**src/rtl/serial_add_pkg.sv**
```systemverilog
// Shared definitions for the bit-serial adder controller.
//   WIDTH_DEF : default operand/result width
//   state_e   : controller states
package serial_add_pkg;

  localparam int WIDTH_DEF = 8;

  typedef enum logic [1:0] {
    IDLE  = 2'd0,
    SHIFT = 2'd1,
    DONE  = 2'd2
  } state_e;

endpackage

```
**src/rtl/FA.sv**
```systemverilog
// 1-bit full adder.
//   a, b : addend bits
//   c    : carry in
//   sum  : sum bit
//   ca   : carry out
module FA (
  input  logic a,
  input  logic b,
  input  logic c,
  output logic sum,
  output logic ca
);

  assign sum = a ^ b ^ c;
  assign ca  = (a & b) | (c & (a ^ b));

endmodule

```
**src/rtl/serial_add_ctrl.sv**
```systemverilog
// Bit-serial adder: one full adder, one bit per cycle, LSB first.
//   clk, rst   : clock, async active-high reset
//   start      : request, sampled only in IDLE
//   op_a, op_b : operands, captured on the accepting edge
//   cin        : carry in, captured on the accepting edge
//   busy       : high in SHIFT
//   done       : one-cycle pulse, sum/cout valid
//   sum, cout  : registered result, held until the next DONE or reset
//
// state | meaning
// IDLE  | waiting for start
// SHIFT | one result bit per cycle, WIDTH cycles
// DONE  | result published, done pulse, back to IDLE
module serial_add_ctrl
  import serial_add_pkg::*;
#(
  parameter int WIDTH = WIDTH_DEF
) (
  input  logic             clk,
  input  logic             rst,
  input  logic             start,
  input  logic [WIDTH-1:0] op_a,
  input  logic [WIDTH-1:0] op_b,
  input  logic             cin,
  output logic             busy,
  output logic             done,
  output logic [WIDTH-1:0] sum,
  output logic             cout
);

  localparam int CNT_W = $clog2(WIDTH + 1);
  localparam logic [CNT_W-1:0] CNT_LAST = CNT_W'(WIDTH - 1);

  state_e           state_q, state_d;
  logic [WIDTH-1:0] a_q, a_d;
  logic [WIDTH-1:0] b_q, b_d;
  logic [WIDTH-1:0] res_q, res_d;
  logic             carry_q, carry_d;
  logic [CNT_W-1:0] cnt_q, cnt_d;
  logic [WIDTH-1:0] sum_q, sum_d;
  logic             cout_q, cout_d;

  logic fa_sum;
  logic fa_ca;

  FA u_fa (
    .a   (a_q[0]),
    .b   (b_q[0]),
    .c   (carry_q),
    .sum (fa_sum),
    .ca  (fa_ca)
  );

  always_ff @(posedge clk or posedge rst) begin
    if (rst) begin
      state_q <= IDLE;
      a_q     <= '0;
      b_q     <= '0;
      res_q   <= '0;
      carry_q <= 1'b0;
      cnt_q   <= '0;
      sum_q   <= '0;
      cout_q  <= 1'b0;
    end else begin
      state_q <= state_d;
      a_q     <= a_d;
      b_q     <= b_d;
      res_q   <= res_d;
      carry_q <= carry_d;
      cnt_q   <= cnt_d;
      sum_q   <= sum_d;
      cout_q  <= cout_d;
    end
  end

  always_comb begin
    state_d = state_q;
    a_d     = a_q;
    b_d     = b_q;
    res_d   = res_q;
    carry_d = carry_q;
    cnt_d   = cnt_q;
    sum_d   = sum_q;
    cout_d  = cout_q;

    unique case (state_q)
      IDLE: begin
        if (start) begin
          a_d     = op_a;
          b_d     = op_b;
          carry_d = cin;
          cnt_d   = '0;
          state_d = SHIFT;
        end
      end

      SHIFT: begin
        res_d   = {fa_sum, res_q[WIDTH-1:1]};
        a_d     = {1'b0, a_q[WIDTH-1:1]};
        b_d     = {1'b0, b_q[WIDTH-1:1]};
        carry_d = fa_ca;
        // Stop on the last bit so the counter never goes past WIDTH.
        if (cnt_q == CNT_LAST) begin
          cnt_d   = cnt_q;
          // Publish directly from the FA outputs so the final bit and
          // carry land in sum/cout on the same edge that enters DONE.
          sum_d   = {fa_sum, res_q[WIDTH-1:1]};
          cout_d  = fa_ca;
          state_d = DONE;
        end else begin
          cnt_d = cnt_q + CNT_W'(1);
        end
      end

      DONE: begin
        state_d = IDLE;
      end

      default: begin
        state_d = IDLE;
      end
    endcase
  end

  assign busy = (state_q == SHIFT);
  assign done = (state_q == DONE);
  assign sum  = sum_q;
  assign cout = cout_q;

endmodule
```
**config.mk**
```make
export PLATFORM = sky130hd
export DESIGN_NAME = serial_add_ctrl
export DESIGN_NICKNAME = d
export VERILOG_FILES = /design/src/rtl/serial_add_pkg.sv /design/src/rtl/FA.sv /design/src/rtl/serial_add_ctrl.sv
export SDC_FILE = /design/constraint.sdc
export NUM_CORES = 1
export LEC_CHECK = 0
export CAP_MARGIN = 40
export CORE_ASPECT_RATIO = 0.6
export CORE_MARGIN = 2
export CORE_UTILIZATION = 55
export CTS_CLUSTER_DIAMETER = 60
export DETAILED_ROUTE_END_ITERATION = 10
export PLACE_DENSITY_LB_ADDON = 0.05
export SLEW_MARGIN = 5
export SYNTH_ARGS = -nofsm -noshare
export SYNTH_HDL_FRONTEND = slang
export SYNTH_SLANG_ARGS = --single-unit
```
**constraint.sdc**
```tcl
create_clock -name clk -period 4.6 [get_ports clk]
set_clock_uncertainty 0.1 [all_clocks]
set_input_delay 0.69 -clock clk [delete_from_list [all_inputs] [get_ports clk]]
set_output_delay 0.69 -clock clk [all_outputs]
set_load 0.05 [all_outputs]
```
Word-level counts from Yosys, hierarchy flattened
Index checks and enable logic that the tools add are counted.
{"block": "word_totals", "reg_bits": 40, "output_inout_bits": 11, "elab_cells": 38}
{"block": "classes", "n_bitwise": 5, "addsub": 1, "n_eq_ne": 6, "mux": 12, "reduce_logical": 6}
{"operator": "case mux 8 bit (2 select lines)", "count": 2}
{"operator": "2-to-1 mux 8 bit", "count": 2}
{"operator": "2-to-1 mux 4 bit", "count": 2}
{"operator": "case mux 4 bit (2 select lines)", "count": 1}
{"operator": "AND reduction 2 bit", "count": 3}
{"operator": "adder 4 x 1 -> 4 bit, second input constant", "count": 1}
{"operator": "equality test 4 x 3 -> 1 bit, second input constant", "count": 1}
{"operator": "2-to-1 mux 2 bit", "count": 2}
{"operator": "inequality test 2 bit, second input constant", "count": 2}
{"operator": "case mux 2 bit (2 select lines)", "count": 1}
{"operator": "AND reduction 3 bit", "count": 1}
{"operator": "AND 1 bit", "count": 2}
{"operator": "equality test 2 x 1 -> 1 bit, second input constant", "count": 1}
{"operator": "equality test 2 bit, second input constant", "count": 1}
{"operator": "zero test 2 bit", "count": 1}
{"operator": "inequality test 2 x 1 -> 1 bit, second input constant", "count": 1}
{"operator": "case mux 1 bit (2 select lines)", "count": 1}
{"operator": "nonzero test 2 bit", "count": 1}
{"operator": "bitwise XOR 1 bit", "count": 2}
{"operator": "2-to-1 mux 1 bit", "count": 1}
{"operator": "bitwise OR 1 bit", "count": 1}

Depth between registers and ports, before layout
Gate-level depths: netlist (run 1).
{"block": "depth", "depth_word": 4, "depth_mapped": 7, "ltp_nobuf": 4}

Cells and area by module
From an unflattened synthesis (run 1), not the netlist that was laid out.
{"block": "hier_totals", "cells_unflattened": 139, "area_unflattened_um2": 1712.9}
{"mod": "serial_add_ctrl", "cells_per_inst": 138, "area_per_inst_um2": 1692.9, "n_inst": 1}
{"mod": "FA", "cells_per_inst": 1, "area_per_inst_um2": 20.0, "n_inst": 1}

Worst setup path before layout (run 1)
OpenSTA, ideal clock, no wires.
{"block": "synth_timing", "kind": "flip-flop to output port", "startpoint": "register state_q[0]", "endpoint": "output done", "path_stages_with_launch": 3, "setup_slack_ns": 2.606, "t_arrival_ns": 1.204, "n_path_buf": 1, "required_time_ns": 3.810, "cell_sequence": "dfrtp_1 > buf_4 > nor2b_1"}
{"block": "synth_via", "elab_chain_cells": 1}
{"item": "start, declared", "line_no": "serial_add_ctrl.sv:34", "text": "state_e state_q, state_d;"}
{"item": "start signal, assigned", "line_no": "serial_add_ctrl.sv:65", "text": "state_q <= state_d;"}
{"item": "equality test 2 bit", "line_no": "serial_add_ctrl.sv:126", "text": "assign done = (state_q == DONE);"}
{"item": "end, declared", "line_no": "serial_add_ctrl.sv:26", "text": "output logic done,"}
Every way passes these cells.

Final worst setup path (run 1)
{"block": "layout_timing", "startpoint": "register state_q[0]", "endpoint": "output busy"}
{"block": "layout_via", "elab_chain_cells": 1}
{"item": "equality test 2 x 1 -> 1 bit", "line_no": "serial_add_ctrl.sv:125", "text": "assign busy = (state_q == SHIFT);"}
{"item": "end, declared", "line_no": "serial_add_ctrl.sv:25", "text": "output logic busy,"}
Every way passes these cells.

==> run metrics, run 1 <==
status=finished clean; area grow syn2layout=25.29%; WL met2=1425 microns; HPWL after DPL=2236 microns; Final Util=0.7406; die footprint=3648 sq um; Setup Slack @ Placement=1885 ps; ant diodes=0; # nets final=212; via count=1200; Crit path max-delay family=buffers and inverters; Resized cells post-CTS=0; largest net degree at the start of global routing=40; Total Wirelength=3234 microns; Clock transition at path regs=70 ps; total CTS buffers=5; Simple-Gate Fraction of Synth Area=0.1501; Final period util=0.6606; commonest non-fill, non-tap cell in the layout=nand2_1; WL met3=191 microns; FF-to-FF Start=state_q[0]; Setup TNS=0 ps; Antenna Violating Nets Remaining=0; Hold Buf Count CTS=0; post-synthesis cell count=158; CTS sink count=39; DRT iter0 DRCs=121; DRC Markers=0; highest metal used=met4; Max clock buf depth=2; RSZ-0062 raised after global routing=no; Slew Viols, Final=0; synthesized flop and latch total=39; peak supply drop=390.6 uV; global-route wire length before repair=5664 microns; CP Buf/Inv Count=2; WL/cell=13.88 microns; setup ws final=1561 ps; number of port buffers=30; largest family of logic cells by synthesized area=simple AND/OR/NAND/NOR gates; die height=47.59 microns; CP Capture Type=output port; I/O pin cnt=31; Final Setup Violations=0; RD Place Congestion=0.8025; Avg Vias per Cell=5.150; Horiz. Die Dim=76.65 microns; All-Layer GR Usage=0.2125; worst hold start=res_q[1]; final instance area=2182 sq um; number of antenna violations at the first check in global routing=0; H-tree depth=2; Unique masters post-synth=26; crit-path max cell delay=840 ps; Hold Vio Cnt, Final=0; crit path from=state_q[0]; synthesized cell area=1742 sq um; startpoint types=flop; Mean Syn Cell Area=11.02 sq um; M1 wire length=1583 microns; most frequent cells in the layout=42 x nand2_1, 39 x dfrtp_1, 30 x clkdlybuf4s50_1, 17 x o21ai_0, 15 x mux2i_1; Static Leak=0.9868 nW; Starting Density=0.5911; HP Class=reg2reg; 1st-pass router iterations=4; CTS tree=yes; Rel. slew slack=0.6630; share of cells above drive strength 1=0.1204; total gr overflow=0; critical path type=reg2out; CP max FO=20; adder-cell share of the synthesized area=0.01868; Seq/Total Area, Yosys=0.5603; area share of xor/xnor cells in the synthesized design=0; Tmin final=3039 ps; Core Box Area=2947 sq um; Power per Cell Area=707.7 nW/um^2; Syn. warnings=0; CP cell instances=nand2b_4 > inv_4 > clkdlybuf4s50_1; Filler Cell Count=200; Slew @ Worst Pin=503.9 ps; Setup Fix Bufs, Post-CTS=0; max_cap viols=0; vias in the first global route=1162; Post-DP Area=2064 sq um; Required @ worst endpoint=3810 ps; mux share of post-synthesis cell area=0.1444; fmax=329.1 MHz; root buffer cell=clkbuf_8; Synthesized Nets=180; Arr. time, crit path=2250 ps; # rows=15; Worst-Skew Late Latency=290 ps; CP max-delay cell=clkdlybuf4s50_1; Synth Area in Compound Gates=0.08836
-- metrics by stage --
| stage | total power [mW] | std cells | hold WS, ps |
|---|---|---|---|
| final | 1.544 | 233 | 381.8 |
| after global placement | 1.224 | 224 | 359.9 |
| after CTS | 1.556 | 233 | 385.5 |
| after global routing | 1.661 | 233 | 421.2 |
| after floorplan | 1.087 | 158 | 339.7 |
| after detailed placement | 1.262 | 225 | 367.0 |
-- worst register-to-register path, delay by kind of cell (launching register included) --
family / cells / cell delay (ps)
AND/OR/NAND/NOR: 2 / 770
multiplexers: 1 / 390
flip-flops: 1 / 570
-- cell usage after synthesis --
library cell  instances  area share
nand2_1              42       0.091
dfrtp_1              39        0.56
o21ai_0              17       0.049
mux2i_1              15       0.086
mux2_2                9       0.058
a21oi_1               5       0.014
nor2b_1               5       0.018
buf_6                 3       0.019
clkbuf_1              3      0.0065
nand3_1               3      0.0086
inv_1                 2      0.0043
a211oi_1              1      0.0043
and3b_1               1      0.0050
buf_4                 1      0.0043
fa_1                  1       0.011
ha_1                  1      0.0072
inv_4                 1      0.0036
nand2b_1              1      0.0036
nand2b_4              1      0.0079
nor2_1                1      0.0022
nor3_4                1      0.0093
o211ai_1              1      0.0043
o21bai_2              1      0.0065
o311ai_0              1      0.0050
o32ai_1               1      0.0050
or3b_1                1      0.0050
-- cells by family after synthesis --
group,after synthesis
AOI/OAI and AO/OA,27
DFF,39
and+or+nand+nor,56
adders and majority gates,2
muxes,24
buffers and inverters,10
-- flip-flops by register name (all words and copies together), names as in the netlist --
| name | flops |
|---|---|
| cout | 1 |
| a_q | 8 |
| b_q | 8 |
| sum | 8 |
| carry_q | 1 |
| state_q | 2 |
| res_q | 7 |
| cnt_q | 4 |
-- final timing paths --
check                      endpoint  slack, ps  cells past startpoint
min reg2reg                res_q[1]        380                      2
min in group asynchronous  res_q[5]        720                      3
max reg2reg                  sum[7]       2640                      3
max in group asynchronous    a_q[1]       3350                      3
max                            busy       1560                      3
min                        res_q[1]        380                      2
-- area by class of cell --
class	instances	area [sq um]	area share
Inverter	3	13.76	0.006307
Timing Repair Buffer	32	322.8	0.1479
Tap cell	42	52.55	0.02408
Multi-Input combinational cell	109	699.4	0.3205
Clock buffer	6	82.58	0.03784
Clock inverter	2	35.03	0.01606
Sequential cell	39	975.9	0.4472
-- power breakdown --
group	internal, mW	total (mW)	switching [mW]
clock network	0.175	0.290	0.115
registers	0.496	0.603	0.107
logic	0.265	0.651	0.386
-- layer usage --
layer,up-vias,global-route usage
met5,-,0
met2,37,0.3487
li1,601,-
met3,5,0.07170
met1,557,0.2732
met4,0,0.08727
No activity file was read; power rests on OpenSTA's default activity.
==> run 2, diff against run 1 <==
--- a/config.mk
+++ b/config.mk
@@ -8,7 +8,7 @@
 export CAP_MARGIN = 40
 export CORE_ASPECT_RATIO = 0.6
 export CORE_MARGIN = 2
-export CORE_UTILIZATION = 55
+export CORE_UTILIZATION = 51
 export CTS_CLUSTER_DIAMETER = 60
 export DETAILED_ROUTE_END_ITERATION = 10
 export PLACE_DENSITY_LB_ADDON = 0.05
==> constraint.sdc (replaced) <==
create_clock -name clk -period 2.9 [get_ports clk]
set_clock_uncertainty 0.1 [all_clocks]
set_input_delay 0.435 -clock clk [delete_from_list [all_inputs] [get_ports clk]]
set_output_delay 0.435 -clock clk [all_outputs]
set_load 0.05 [all_outputs]
==> run metrics, run 2 (same netlist as run 1, synthesis figures left out) <==
status=finished clean; Tmin final=2551 ps; Resized cells post-CTS=0 (unchanged); P_sw=0.9765 mW (+61%); M1 wire length=1615 microns (+2.0%); root buffer cell=clkbuf_8; Setup Slack @ Placement=652.3 ps (-1233 ps); switch share=0.3861 (-0.007800); Hold Vio Cnt, Final=0 (unchanged); Horiz. Die Dim=79.45 microns (+3.6%); Static Leak=0.9935 nW (+0.68%); Setup Fix Bufs, Post-CTS=0 (unchanged); Slew Viols, Final=0 (unchanged); area grow syn2layout=26.36%; commonest non-fill, non-tap cell in the layout=nand2_1; CP Capture Type=output port; I/O pin cnt=31 (unchanged); peak supply drop=634.5 uV (+62%); HP Class=reg2reg; number of port buffers=30 (unchanged); Final Setup Violations=0 (unchanged); Hold Buf Count CTS=0 (unchanged); via count=1243 (+3.6%); most frequent cells in the layout=42 x nand2_1, 39 x dfrtp_1, 30 x clkdlybuf4s50_1, 17 x o21ai_0, 15 x mux2i_1; Seq pwr share=0.378 (-0.012); RD Place Congestion=0.7515 (-6.4%); startpoint types=flop; Antenna Violating Nets Remaining=0 (unchanged); DRT iter0 DRCs=90 (-26%); global-route wire length before repair=5830 microns (+2.9%); Final period util=0.8795; 1st-pass router iterations=4 (unchanged); ant diodes=0 (unchanged); die height=49.27 microns (+3.5%); WL met3=163 microns (-15%); die footprint=3914 sq um (+7.3%); Starting Density=0.5337 (-0.05734); Arr. time, crit path=2020 ps (-230 ps); Inst Count DP=229 (+1.8%); Required @ worst endpoint=2370 ps (-1440 ps); max_cap viols=0 (unchanged); All-Layer GR Usage=0.1959 (-0.01658); fin cells=237 (+1.7%); Slew @ Worst Pin=534.4 ps (+30.43 ps); Max clock buf depth=2 (unchanged); number of antenna violations at the first check in global routing=0 (unchanged); DRC Markers=0 (unchanged); WL met2=1499 microns (+5.2%); share of cells above drive strength 1=0.1198 (-0.0006272); fmax=392.1 MHz; Clock power frac=0.211 (+0.023); vias in the first global route=1273 (+9.6%); # nets final=213 (+0.47%); critical path type=reg2out; Comb pwr share=0.411 (-0.011); WL/cell=14.05 microns (+1.3%); Core Box Area=3263 sq um (+11%); HPWL after DPL=2224 microns (-0.54%); CTS sink count=39 (unchanged); highest metal used=met4; Worst-Skew Late Latency=290 ps (about the same); Power per Cell Area=1149 nW/um^2 (+62%); CP max FO=20 (unchanged); largest net degree at the start of global routing=40 (unchanged); CTS tree=yes; setup ws final=349.5 ps (-1212 ps); Final Util=0.6745 (-0.06609); Rel. slew slack=0.6426 (-0.02039); H-tree depth=2 (unchanged); internal power=1.553 mW (+66%); # rows=16 (+1); RSZ-0062 raised after global routing=no; total gr overflow=0 (unchanged); Clock transition at path regs=70 ps (about the same); Total Wirelength=3331 microns (+3.0%); Avg Vias per Cell=5.245 (+1.8%); Setup TNS=0 ps (unchanged); total CTS buffers=5 (unchanged)
==> run 2: path summary, 6_finish.rpt <==
check                                 from       end  slack (ps)  cells past startpoint
worst max-delay path            state_q[0]      busy         350                      3
worst min-delay path                b_q[3]    b_q[3]         390                      2
worst max register to register  state_q[0]      cout         930                      3
max in group asynchronous              rst      cout        1900                      3
worst min register to register      b_q[3]    b_q[3]         390                      2
min in group asynchronous              rst  res_q[4]         460                      3
==> run 2: layout make-up <==
| type | instances | area [sq um] |
|---|---|---|
| fill | 237 | 1062 |
| sequential | 39 | 975.9 |
| multi-input combinational | 109 | 699.4 |
| timing repair buffer | 33 | 322.8 |
| clock buffer | 6 | 72.57 |
| clock inverter | 2 | 60.06 |
| tap | 45 | 56.30 |
| inverter | 3 | 13.76 |
==> run 2: metrics by stage <==
stage	hold WS [ps]	area, sq um	total power, mW
after floorplan	339.7	1742	1.725
after global placement	364.9	2068	1.967
after detailed placement	367.8	2068	2.007
after CTS	384.5	2201	2.551
after global routing	405.3	2201	2.691
final	388.9	2201	2.529
==> run 2: worst max-delay path, cell delays in order (launching register included) <==
cell	delay (ps)
dfrtp_1	560
nand2b_4	260
inv_4	100
clkdlybuf4s50_1	800
==> run 2: power by group through the flow <==
stage	Clock (mW)	Combinational (mW)	Sequential, mW
global route	0.567	1.14	0.987
global placement	0	1.02	0.950
CTS	0.542	1.05	0.956
detailed placement	0	1.05	0.961
finish	0.533	1.04	0.956
floorplan	0	0.607	1.12
==> run 2: layer usage <==
| layer | vias to the layer above | global-route usage |
|---|---|---|
| li1 | 601 | - |
| met1 | 598 | 0.2698 |
| met2 | 37 | 0.2913 |
| met3 | 7 | 0.05741 |
| met4 | 0 | 0.08046 |
| met5 | - | 0 |
